## config.mk

```make
export PLATFORM = sky130hd
export DESIGN_NAME = id_ex_stage_reg
export DESIGN_NICKNAME = d
export VERILOG_FILES = /design/src/rtl/id_ex_stage_reg_pkg.sv /design/src/rtl/id_ex_stage_reg_status_reg.sv /design/src/rtl/id_ex_stage_reg.sv
export SDC_FILE = /design/constraint.sdc
export NUM_CORES = 1
export LEC_CHECK = 0
export CORE_AREA = 2 2 129 131
export DETAILED_ROUTE_END_ITERATION = 10
export DIE_AREA = 0 0 131 133
export MAX_ROUTING_LAYER = met4
export PLACE_DENSITY = 0.84
export SLEW_MARGIN = 20
export SYNTH_ARGS = -nofsm -noshare
export SYNTH_HDL_FRONTEND = slang
export SYNTH_SLANG_ARGS = --single-unit
```

## constraint.sdc

```tcl
create_clock -name clk -period 1.1 [get_ports clk]
set_clock_uncertainty 0.1 [all_clocks]
set_input_delay 0.22 -clock clk [delete_from_list [all_inputs] [get_ports clk]]
set_output_delay 0.22 -clock clk [all_outputs]
set_load 0.03 [all_outputs]
```

## src/rtl/id_ex_stage_reg_pkg.sv

```systemverilog
// Shared constants for the ID/EX pipeline register:
// NZCV bit positions, ALU commands, condition codes, widths.
package id_ex_stage_reg_pkg;

    localparam int DATA_W_DEF = 32;
    localparam int IMM_W_DEF  = 24;
    localparam int SHOP_W_DEF = 12;

    localparam int NZCV_N = 3;
    localparam int NZCV_Z = 2;
    localparam int NZCV_C = 1;
    localparam int NZCV_V = 0;

    typedef enum logic [3:0] {
        EXE_NOP = 4'b0000,
        EXE_MOV = 4'b0001,
        EXE_MVN = 4'b1001,
        EXE_ADD = 4'b0010,
        EXE_ADC = 4'b0011,
        EXE_SUB = 4'b0100,
        EXE_SBC = 4'b0101,
        EXE_AND = 4'b0110,
        EXE_ORR = 4'b0111,
        EXE_EOR = 4'b1000,
        EXE_LDR = 4'b1010,
        EXE_STR = 4'b1011
    } exe_cmd_e;

    typedef enum logic [3:0] {
        COND_EQ = 4'h0,
        COND_NE = 4'h1,
        COND_CS = 4'h2,
        COND_CC = 4'h3,
        COND_MI = 4'h4,
        COND_PL = 4'h5,
        COND_VS = 4'h6,
        COND_VC = 4'h7,
        COND_HI = 4'h8,
        COND_LS = 4'h9,
        COND_GE = 4'hA,
        COND_LT = 4'hB,
        COND_GT = 4'hC,
        COND_LE = 4'hD,
        COND_AL = 4'hE
    } cond_e;

endpackage

```

## src/rtl/id_ex_stage_reg_status_reg.sv

```systemverilog
// Architectural NZCV status register with a load enable.
// Reset clears all flags; no bypass from d to q.
module status_reg (
    input  logic       clk,
    input  logic       rst_n,
    input  logic       en,
    input  logic [3:0] d,
    output logic [3:0] q
);

    logic [3:0] nzcv_q;

    always_ff @(posedge clk or negedge rst_n) begin
        if (!rst_n) begin
            nzcv_q <= 4'b0000;
        end else if (en) begin
            nzcv_q <= d;
        end
    end

    assign q = nzcv_q;

endmodule

```

## src/rtl/id_ex_stage_reg.sv

```systemverilog
// ID->EXE pipeline register. Squashes condition-failed instructions
// and owns the NZCV status register that feeds the condition checker.
module id_ex_stage_reg
    import id_ex_stage_reg_pkg::*;
#(
    parameter int DATA_W = DATA_W_DEF,
    parameter int IMM_W  = IMM_W_DEF,
    parameter int SHOP_W = SHOP_W_DEF
) (
    input  logic              clk,
    input  logic              rst_n,
    input  logic              hold,
    input  logic              flush,
    input  logic              bubble,
    input  logic              id_valid,
    input  logic              cond_pass,
    input  logic [DATA_W-1:0] id_pc,
    input  logic [DATA_W-1:0] id_val_rn,
    input  logic [DATA_W-1:0] id_val_rm,
    input  logic [3:0]        id_exe_cmd,
    input  logic              id_wb_en,
    input  logic              id_mem_r_en,
    input  logic              id_mem_w_en,
    input  logic              id_b,
    input  logic              id_s,
    input  logic              id_imm,
    input  logic [SHOP_W-1:0] id_shop,
    input  logic [IMM_W-1:0]  id_simm,
    input  logic [3:0]        id_dest,
    input  logic [3:0]        ex_status_in,
    output logic              ex_valid,
    output logic [DATA_W-1:0] ex_pc,
    output logic [DATA_W-1:0] ex_val_rn,
    output logic [DATA_W-1:0] ex_val_rm,
    output logic [3:0]        ex_exe_cmd,
    output logic              ex_wb_en,
    output logic              ex_mem_r_en,
    output logic              ex_mem_w_en,
    output logic              ex_b,
    output logic              ex_s,
    output logic              ex_imm,
    output logic [SHOP_W-1:0] ex_shop,
    output logic [IMM_W-1:0]  ex_simm,
    output logic [3:0]        ex_dest,
    output logic [3:0]        flags_nzcv
);

    logic              valid_q, valid_d;
    logic              wb_q, wb_d;
    logic              mr_q, mr_d;
    logic              mw_q, mw_d;
    logic              b_q, b_d;
    logic              s_q, s_d;
    logic              imm_q, imm_d;
    logic [DATA_W-1:0] pc_q, pc_d;
    logic [DATA_W-1:0] rn_q, rn_d;
    logic [DATA_W-1:0] rm_q, rm_d;
    logic [3:0]        cmd_q, cmd_d;
    logic [SHOP_W-1:0] shop_q, shop_d;
    logic [IMM_W-1:0]  simm_q, simm_d;
    logic [3:0]        dest_q, dest_d;

    logic live;
    logic upd;

    assign live = id_valid & cond_pass;

    // Priority: hold > flush/bubble > load.
    always_comb begin
        valid_d = valid_q;
        wb_d    = wb_q;
        mr_d    = mr_q;
        mw_d    = mw_q;
        b_d     = b_q;
        s_d     = s_q;
        imm_d   = imm_q;
        pc_d    = pc_q;
        rn_d    = rn_q;
        rm_d    = rm_q;
        cmd_d   = cmd_q;
        shop_d  = shop_q;
        simm_d  = simm_q;
        dest_d  = dest_q;
        if (hold) begin
            valid_d = valid_q;
        end else if (flush || bubble) begin
            valid_d = 1'b0;
            wb_d    = 1'b0;
            mr_d    = 1'b0;
            mw_d    = 1'b0;
            b_d     = 1'b0;
            s_d     = 1'b0;
            imm_d   = 1'b0;
            pc_d    = '0;
            rn_d    = '0;
            rm_d    = '0;
            cmd_d   = '0;
            shop_d  = '0;
            simm_d  = '0;
            dest_d  = '0;
        end else begin
            valid_d = live;
            wb_d    = id_wb_en & live;
            mr_d    = id_mem_r_en & live;
            mw_d    = id_mem_w_en & live;
            b_d     = id_b & live;
            s_d     = id_s & live;
            imm_d   = id_imm;
            pc_d    = id_pc;
            rn_d    = id_val_rn;
            rm_d    = id_val_rm;
            cmd_d   = id_exe_cmd;
            shop_d  = id_shop;
            simm_d  = id_simm;
            dest_d  = id_dest;
        end
    end

    always_ff @(posedge clk or negedge rst_n) begin
        if (!rst_n) begin
            valid_q <= 1'b0;
            wb_q    <= 1'b0;
            mr_q    <= 1'b0;
            mw_q    <= 1'b0;
            b_q     <= 1'b0;
            s_q     <= 1'b0;
            imm_q   <= 1'b0;
            pc_q    <= '0;
            rn_q    <= '0;
            rm_q    <= '0;
            cmd_q   <= '0;
            shop_q  <= '0;
            simm_q  <= '0;
            dest_q  <= '0;
        end else begin
            valid_q <= valid_d;
            wb_q    <= wb_d;
            mr_q    <= mr_d;
            mw_q    <= mw_d;
            b_q     <= b_d;
            s_q     <= s_d;
            imm_q   <= imm_d;
            pc_q    <= pc_d;
            rn_q    <= rn_d;
            rm_q    <= rm_d;
            cmd_q   <= cmd_d;
            shop_q  <= shop_d;
            simm_q  <= simm_d;
            dest_q  <= dest_d;
        end
    end

    // Flags belong to the instruction leaving EXE, so flush/bubble do not gate them.
    assign upd = valid_q & s_q & ~hold;

    status_reg u_status (
        .clk   (clk),
        .rst_n (rst_n),
        .en    (upd),
        .d     (ex_status_in),
        .q     (flags_nzcv)
    );

    assign ex_valid    = valid_q;
    assign ex_wb_en    = wb_q;
    assign ex_mem_r_en = mr_q;
    assign ex_mem_w_en = mw_q;
    assign ex_b        = b_q;
    assign ex_s        = s_q;
    assign ex_imm      = imm_q;
    assign ex_pc       = pc_q;
    assign ex_val_rn   = rn_q;
    assign ex_val_rm   = rm_q;
    assign ex_exe_cmd  = cmd_q;
    assign ex_shop     = shop_q;
    assign ex_simm     = simm_q;
    assign ex_dest     = dest_q;

endmodule

```

; Yosys cells after proc, flatten, opt, wreduce, memory -nomap -nowiden
; Index checks and enable logic that the tools add are counted.
[op_classes]
n_mux = 14
n_bitwise = 9
n_reduce_logical = 1
[op_table]
columns = cell, count
row1 = 2-to-1 mux 32 bit, 3
row2 = 2-to-1 mux 24 bit, 1
row3 = 2-to-1 mux 12 bit, 1
row4 = bitwise AND 1 bit, 8
row5 = 2-to-1 mux 4 bit, 2
row6 = 2-to-1 mux 1 bit, 7
row7 = logical OR 1 bit, 1
row8 = inverter 1 bit, 1
[totals]
regBits = 151
wordCells = 39

; Logic depth before layout (Yosys ltp)
[logic_depth]
ltp_word = 3
depth_mapped = 4
ltp_nobuf = 2

; By module
; A second synthesis with hierarchy kept.
[unflattened]
hier_cells = 340
hier_area_um2 = 5406.4
[modules_own_cells]
columns = module, n_inst, cells_each, area_per_inst_um2, seq_area_each_um2
row1 = id_ex_stage_reg, 1, 332, 5261.3, 3678.5
row2 = status_reg, 1, 8, 145.1, 100.1

; Worst setup path after synthesis
; OpenSTA, ideal clock, no wires.
[synth_timing]
path_type = register -> register
start = reg valid_q, in the netlist ex_valid
end = reg u_status.nzcv_q[0], in the netlist u_status.q[0]
arrival_time_ns = 1.027
t_required_ns = 0.875
path_slack_ns = -0.152
path_stages_with_launch = 3
cell_sequence = dfrtp_1 -> nand3b_1 -> mux2_2
[synth_between]
elab_chain_cells = 2
[synth_rtl]
columns = element, line
row1 = start: declaration, id_ex_stage_reg.sv:48  ; logic valid_q, valid_d;
row2 = start signal: assignment, id_ex_stage_reg.sv:136  ; valid_q <= valid_d;
row3 = bitwise AND 1 bit (2 in a row), id_ex_stage_reg.sv:154  ; assign upd = valid_q & s_q & ~hold;
row4 = end signal: assignment, id_ex_stage_reg_status_reg.sv:15  ; nzcv_q <= 4'b0000;
row5 = end signal: assignment, id_ex_stage_reg_status_reg.sv:17  ; nzcv_q <= d;
row6 = end: declaration, id_ex_stage_reg_status_reg.sv:11  ; logic [3:0] nzcv_q;
; Every way passes these cells.
; A chain may end at the register's enable or synchronous reset.

; Worst setup path after layout
[layout_timing]
start = reg s_q, in the netlist ex_s
end = out ex_s
[layout_rtl]
columns = element, line
row1 = start: declaration, id_ex_stage_reg.sv:53  ; logic s_q, s_d;
row2 = start signal: assignment, id_ex_stage_reg.sv:126  ; s_q <= 1'b0;
row3 = start signal: assignment, id_ex_stage_reg.sv:141  ; s_q <= s_d;
row4 = end: declaration, id_ex_stage_reg.sv:40  ; output logic ex_s,
; No word-level cell between the ends.

==> flow_summary.yaml <==
global_routing:
  grt_max_degree: 76
  grt_pass1_wl_microns: 27900
  grt_pass1_vias: 5139
  antenna_found_initial: 0
  grt-ovfl-total: 0
  grt_usage_pct: 21.7
sta:
  slew_viol_final: 0
  maxSlewHeadroom_pct: 48.1
  rsz0062_at_grt: "yes"
  worst_pin_slew_ns: 0.779
  max_freq_mhz: 720
  finalCritPeriodShare_pct: 126
  timing.hold.ws_ns: 0.125
  finalWorstSetupSlack_ns: -0.289
  tns_ns: -26.77
  hold_viol_final: 0
  min_period_ns: 1.39
  setup_viol: 155
final_layout:
  drive_gt1_share_pct: 40.4
  num_antenna_cells: 0
  synthToLayoutAreaGrowth_pct: 95.5
  fin_nets: 908
pwr:
  powerDensity_nw_per_um2: 1450
  power_w: 0.0152
  comb_power_share_pct: 19.1
  vdd_drop_max_mv: 1.01
  pwr-share-clk_pct: 40.6
  seqPwrFrac_pct: 40.2
  p_int_w: 0.0113
  netSwitchingFraction_pct: 25.5
  p_sw_w: 0.00386
  p_leak_nw: 5.11
worst_setup_path:
  crit_slowest_cell: "dfrtp_2"
  rr_worst_depth: 3
  r2r_slack_ns: -0.06
  r2r-end: "u_status.q[0]"
  critPathCapture: "ex_s"
  critical_path.most_common_cell: "buf_6"
  crit_required_ns: 0.78
  critical_path_class: "register to primary output"
  cpPeakStageDelay_ns: 0.41
  worstSetupStartpoint: "ex_s"
  cp_max_fo: 2
  path_cells: "buf_6, buf_6"
  endpoint_kind: "primary output"
  timing.rr.start: "ex_s"
  worstSetupStartpointType: "register"
  worstPathArrival_ns: 1.07
logic_synthesis:
  synth_area_leader_cell: "dfrtp_1"
  yosys-top-cells-area: "dfrtp_1, a22o_1, buf_4"
  yosys_warnings: 0
  synth_cells: 338
  synth.cell_area_sq_um: 5330
  synth_seq_cells: 151
  synth-seq-area-share_pct: 70.9
  syn_nets: 495
  ys_types: 11
  syn_area_per_cell_sq_um: 15.8
  yosysTopAreaCellShare_pct: 70.9
clock_tree:
  clock_latency_ns: 0.41
  cts_tree: "done"
  htreeDepth: 4
  cts_root_buf: "clkbuf_16"
  clockBufferDepth: 2
  cts_buffers: 17
  path_clk_slew_ns: 0.06
  cts.sinks: 151
detailed_routing:
  detail-route-antenna-nets: 0
  via_per_inst: 4.92
  routed-via-count: 4841
  first_pass_iters: 4
  wl_per_cell_microns: 19.6
  finalWirelength_microns: 19300
  first_iter_violations: 201
  drc_errors: 0
run:
  drv_cap: 0
floorplanning:
  die_w_microns: 131
  coreArea_sq_um: 16200
  initial_utilization_pct: 33.0
  die-area_sq_um: 17400
  die_h_microns: 133
  io_pins: 308
  core.rowCount: 47
place:
  dp_slack_ns: -0.608
  dp_hpwl_microns: 11500
  routabilityCongestion: 0.802
  numPortBuffers: 307
outcome:
  failed_checks: "negative setup slack"
  outcome: "finished with violations"
min_path:
  hp-class: "input pin to register"
  holdPathStages: 3
layout make-up:
type | instances | area [sq um]
fill | 1112 | 5750
timing repair buffer | 427 | 4360
sequential | 151 | 3780
multi-input combinational | 154 | 1380
clock buffer | 20 | 447
tap | 220 | 275
clock inverter | 11 | 174
layout by cell type, fill, tap and decap left out, drive strengths merged:
master,netlist,routed
clkinv,0,3
bufinv,0,4
a32o,5,5
clkbuf,7,21
and2,1,1
nor3,1,1
dlygate4sd2,0,2
clkdlybuf4s50,0,152
dfrtp,151,151
buf,26,271
nand3b,1,1
inv,0,1
dlygate4sd3,0,1
clkinvlp,0,3
mux2,4,4
a22o,142,142
sequential cells by signal (all words and copies together), names as in the netlist, 4 cells and up:
name / flops
ex_shop: 12
ex_simm: 24
ex_pc: 32
u_status.q: 4
ex_val_rm: 32
ex_exe_cmd: 4
ex_dest: 4
ex_val_rn: 32
critical path, delay by kind of cell (launching register included):
family	cells	cell delay, ns
buf+inv	2	0.25
flops	1	0.41
logic make-up after synthesis:
kind of cell	after synthesis	synth area share [%]
and+or+nand+nor	3	0.446
muxes	4	0.845
buffers and inverters	33	3.57
DFF	151	70.9
AOI/OAI and AO/OA	147	24.3
through the flow:
stage / instance area [sq um] / cells / util, %
floorplan: 5330 / 338 / -
global placement: 8360 / 853 / 51.7
detailed placement: 8360 / 853 / 51.7
CTS: 10100 / 940 / 62.2
global route: 10400 / 983 / 64.4
finish: 10400 / 983 / 64.4
synth_stat cells, drive strengths merged:
| master | n |
|---|---|
| buf | 26 |
| clkbuf | 7 |
| nand3b | 1 |
| dfrtp | 151 |
| and2 | 1 |
| a22o | 142 |
| nor3 | 1 |
| mux2 | 4 |
| a32o | 5 |
layer usage:
metal  GRT usage [%]  share of wire, %
met5               -                 0
met2            35.1                52
met3            4.97               5.6
met4            10.7               4.4
met1            25.4                38
power by group through the flow:
stage | clock [W] | combinational, W | sequential (W)
floorplan | 0 | 0.000419 | 0.00671
global placement | 0 | 0.00230 | 0.00613
detailed placement | 0 | 0.00236 | 0.00613
CTS | 0.00622 | 0.00274 | 0.00608
global route | 0.00654 | 0.00305 | 0.00613
finish | 0.00616 | 0.00290 | 0.00610
how the worst min path moves through the flow:
stage	start	to	slack [ns]
6_report	hold	ex_s	0.13
5_1_grt	hold	ex_s	0.13
4_1_cts	hold	ex_s	0.11
3_5_place_dp	rst_n	ex_val_rm[8]	0.03
3_3_place_gp	rst_n	ex_val_rm[16]	0.04
2_1_floorplan	rst_n	ex_b	-0.18
what timing repair did:
item                       4_1_cts  5_1_grt
buffers inserted                53       51
pin swaps                        2        1
hold endpoints to repair       151        0
gates resized for setup        157       11
hold buffers                     1        0
cloned                           2        1
setup endpoints to repair      302      263
Note: power is estimated with default switching activity, not from simulation.
